### config.mk
export PLATFORM = sky130hd
export DESIGN_NAME = count_pulse_gen
export DESIGN_NICKNAME = d
export VERILOG_FILES = /design/src/rtl/count_pulse_gen.sv
export SDC_FILE = /design/constraint.sdc
export NUM_CORES = 1
export LEC_CHECK = 0
export ABC_AREA = 1
export CORE_MARGIN = 2
export CORE_UTILIZATION = 55
export CTS_CLUSTER_SIZE = 14
export DETAILED_ROUTE_END_ITERATION = 8
export PLACE_DENSITY_LB_ADDON = 0.15
export SETUP_SLACK_MARGIN = 0.15
export SLEW_MARGIN = 20
export SYNTH_ARGS = -nofsm -noshare
export SYNTH_HDL_FRONTEND = slang
export SYNTH_SLANG_ARGS = --single-unit
### constraint.sdc
create_clock -name clk -period 4.6 [get_ports clk]
set_input_delay 1.15 -clock clk [delete_from_list [all_inputs] [get_ports clk]]
set_output_delay 1.15 -clock clk [all_outputs]
set_load 0.005 [all_outputs]
### src/rtl/count_pulse_gen.sv
// Push-button front end for the 4-bit up counter: synchronizes and debounces
// btn_in, then emits single-cycle count pulses with optional auto-repeat.
module count_pulse_gen #(
  parameter int DB_CYCLES     = 16,
  parameter int REPEAT_DELAY  = 64,
  parameter int REPEAT_PERIOD = 16
) (
  input  logic clk,
  input  logic Reset,
  input  logic btn_in,
  input  logic en,
  output logic pulse_out,
  output logic held
);

  typedef enum logic [1:0] {IDLE, PRESS_DB, HELD, REL_DB} state_t;

  localparam logic [15:0] DB_LAST = 16'(DB_CYCLES - 1);
  localparam logic [15:0] RD_LAST = 16'(REPEAT_DELAY - 1);
  localparam logic [15:0] RP_LAST = 16'(REPEAT_PERIOD - 1);

  logic        sync_p0;
  logic        btn_s;
  state_t      state;
  logic [15:0] db_tmr;
  logic [15:0] rep_tmr;
  logic        rep_first;

  always_ff @(posedge clk or posedge Reset) begin
    if (Reset) begin
      sync_p0   <= 1'b0;
      btn_s     <= 1'b0;
      state     <= IDLE;
      db_tmr    <= '0;
      rep_tmr   <= '0;
      rep_first <= 1'b1;
      pulse_out <= 1'b0;
      held      <= 1'b0;
    end else begin
      // synchronizer stage boundary: btn_in -> sync_p0 -> btn_s
      sync_p0   <= btn_in;
      btn_s     <= sync_p0;
      pulse_out <= 1'b0;
      case (state)
        IDLE: begin
          held <= 1'b0;
          if (btn_s) begin
            state  <= PRESS_DB;
            db_tmr <= '0;
          end
        end
        PRESS_DB: begin
          if (!btn_s) begin
            state <= IDLE;
          end else if (db_tmr == DB_LAST) begin
            state     <= HELD;
            rep_tmr   <= '0;
            rep_first <= 1'b1;
            held      <= 1'b1;
            pulse_out <= en;
          end else begin
            db_tmr <= db_tmr + 16'd1;
          end
        end
        HELD: begin
          if (!btn_s) begin
            state  <= REL_DB;
            db_tmr <= '0;
          end else if (REPEAT_PERIOD != 0) begin
            // First interval is REPEAT_DELAY, then REPEAT_PERIOD; the timer reloads each pulse.
            if (rep_tmr == (rep_first ? RD_LAST : RP_LAST)) begin
              rep_tmr   <= '0;
              rep_first <= 1'b0;
              pulse_out <= en;
            end else begin
              rep_tmr <= rep_tmr + 16'd1;
            end
          end
        end
        REL_DB: begin
          if (btn_s) begin
            state     <= HELD;
            rep_tmr   <= '0;
            rep_first <= 1'b1;
          end else if (db_tmr == DB_LAST) begin
            state <= IDLE;
            held  <= 1'b0;
          end else begin
            db_tmr <= db_tmr + 16'd1;
          end
        end
        default: begin
          state <= IDLE;
          held  <= 1'b0;
        end
      endcase
    end
  end

endmodule

==> flow_summary.ini <==
[run_status]
outcome = finished clean

[place]
numPlacedInstances = 436
dp.final_hpwl_um = 3965
pre_cts_ws_ps = 2047
portBuffers = 5
gp_congestion = 0.8544

[run]
drv_cap = 0

[floorplanning]
die_w_um = 72.67
initial_core_util = 0.5836
core_area_mm2 = 0.004444
rows = 24
die-area_mm2 = 0.005281
io_pins = 6
die-height_um = 72.67

[clocking]
cts_root_buffer = clkbuf_8
worstSkewPairLatency_ps = 290
h-tree-depth = 2
cts-buffers-inserted = 5
postCtsResizedCells = 0
hold_buffers = 0
path_clk_slew_ps = 70
tritoncts = built
clock-sinks = 39
post_cts_buffers = 0
clockBufferDepth = 2

[timing]
skew_ps = 5.616
drv_slew = 0
fin_crit_ps = 2309
max_clock_freq_mhz = 433.2
setup_violations = 0
period_share = 0.5019
finalHoldViolations = 0
worst_slack_ps = 2291
timing.slew.headroom = 0.5254
final.setup.tns_ps = 0
worstMarginPinSlew_ps = 710.2
rsz0062_at_grt = no

[critical_path]
arrival_ps = 2450
critPathCaptureType = flip-flop
cp.required_ps = 4740
critPathLaunchType = flip-flop
worstSetupPathType = flip-flop to flip-flop
crit_fanout = 23

[synth]
yosysTopAreaCell = dfrtp_1
netlist_top_cells_area = dfrtp_1 (37%), nand2_1 (19%), nor2_1 (9.8%)
synth_cell_type_count = 24
yosysWarnings = 0
synth_edf_count = 0
synth_common_cells = nand2_1 (134), nor2_1 (68), dfrtp_1 (38), nand3_1 (38), inv_1 (28)
syn-num-nets = 394
avgSynthCellArea_um2 = 6.755
ys_ff_latch = 39
ys_seq_area_frac = 0.3767
yosysMostFrequentCell = nand2_1
synth_top_area_share = 0.3666
synthCells = 384
async_flop_share = 1.000
synthFlopType = dfrtp_1
synth_area_mm2 = 0.002594

[global_routing]
grt_pass1_vias = 2106
grt.busiest_layer = met1
globalRouteTotalUtil = 0.2298
grt_pass1_wl_um = 9625
use_met1 = 0.3526
met3_usage = 0.04558
grt_start_max_net_pins = 29
grt_overflow = 0
use_met2 = 0.3354
antenna_found_initial = 0

[min_path]
holdCritPathClass = flip-flop to flip-flop

[layout]
final_nets = 401
num_antenna_cells = 0
final_cells = 444
seqCellArea_um2 = 977.2
multiInputGateArea_mm2 = 0.001471
drive_gt1_frac = 0.05102
syn_to_final_growth_pct = 7.284
nFillCells = 408
fin_util = 0.6261

[route]
routed_wl_um = 5423
via_per_inst = 5.329
dr.pass1.iters = 5
drc = 0
ant_nets = 0
dr.first_iter.drc_count = 231
routedWlPerCell_um = 12.21
vias = 2366

[power]
power_density_mw_per_mm2 = 413.1
irDropWorstVdd_mv = 0.4104
leakage_nw = 1.265
-- cell families (layout without fill, tap and decap cells) --
family                   count (synthesis)  count (layout)  synth area share
AND/OR/NAND/NOR                        258             258            0.4110
flip-flops                              39              39            0.3767
AO/OA/AOI/OAI                           35              35           0.08683
buffers and inverters                   34              42           0.05596
XOR/XNOR                                12              12           0.04052
adder cells (fa/ha/maj)                  6               6           0.02894
-- power by group --
group / switching (mW) / total [mW] / internal, mW
registers: 0.0419 / 0.426 / 0.384
clock network: 0.115 / 0.277 / 0.162
logic: 0.328 / 0.447 / 0.119
-- cell usage in the layout, fill, tap and decap left out, types with 2 or more instances in the layout --
cell type and n:
xor2_1 11, nand2_1 134, inv_1 27, o21ai_0 15, o21bai_1 7, o21ai_2 4, clkdlybuf4s50_1 5, clkbuf_1 2
dfrtp_1 38, nor2_2 3, nor2_1 68, nand4_1 12, o21ai_1 6, clkbuf_8 5, nand3_1 38, ha_1 6
-- area by class of cell --
class | count | share of cell area
clock inverter | 1 | 0.01079
inverter | 28 | 0.03777
tap | 52 | 0.02338
timing repair buffer | 6 | 0.02068
sequential | 39 | 0.3512
clock buffer | 7 | 0.02743
multi-input combinational | 311 | 0.5288
-- worst max-delay path, cell delays in order (launching register included) --
cell and delay (ps):
dfrtp_1 440, inv_1 110, ha_1 540, o21ai_0 150, nand3_1 130, inv_1 60, nand2_1 530, o21ai_0 190
-- layer usage --
| layer | part of all wire | up-vias | routed length, um |
|---|---|---|---|
| met5 | 0 | - | 0 |
| met4 | 0.0059 | 0 | 32 |
| met2 | 0.43 | 45 | 2316 |
| met1 | 0.52 | 1071 | 2836 |
| met3 | 0.044 | 5 | 238 |
| li1 | - | 1245 | - |
-- sequential cells by signal, indices dropped and copies added (netlist names), named ones only --
signal	cells
held	1
btn_s	1
rep_tmr	16
rep_first	1
db_tmr	16
state	1
sync_p0	1
pulse_out	1
-- through the flow --
step                cell area (um2)  hold WS (ps)  power, mW
floorplan                      2594         331.2     0.8034
global placement               2676         341.1     0.8725
detailed placement             2676         349.0     0.8759
CTS                            2783         366.4      1.155
global route                   2783         366.9      1.242
finish                         2783         361.7      1.150
-- path summary, 6_finish.rpt --
kind / start / to / slack [ps] / cells after the start
setup / recovery: state[0]$_DFFE_PP0P_ / rep_tmr[12]$_DFFE_PP0P_ / 2290 / 7
hold / removal: sync_p0$_DFF_PP0_ / btn_s$_DFF_PP0_ / 360 / 0
setup reg to reg: state[0]$_DFFE_PP0P_ / rep_tmr[12]$_DFFE_PP0P_ / 2290 / 7
hold reg to reg: sync_p0$_DFF_PP0_ / btn_s$_DFF_PP0_ / 360 / 0
max in group asynchronous: Reset / rep_tmr[10]$_DFFE_PP0P_ / 2770 / 3
min in group asynchronous: Reset / db_tmr[10]$_DFFE_PP0P_ / 1230 / 2
No activity file was read; power rests on OpenSTA's default activity.
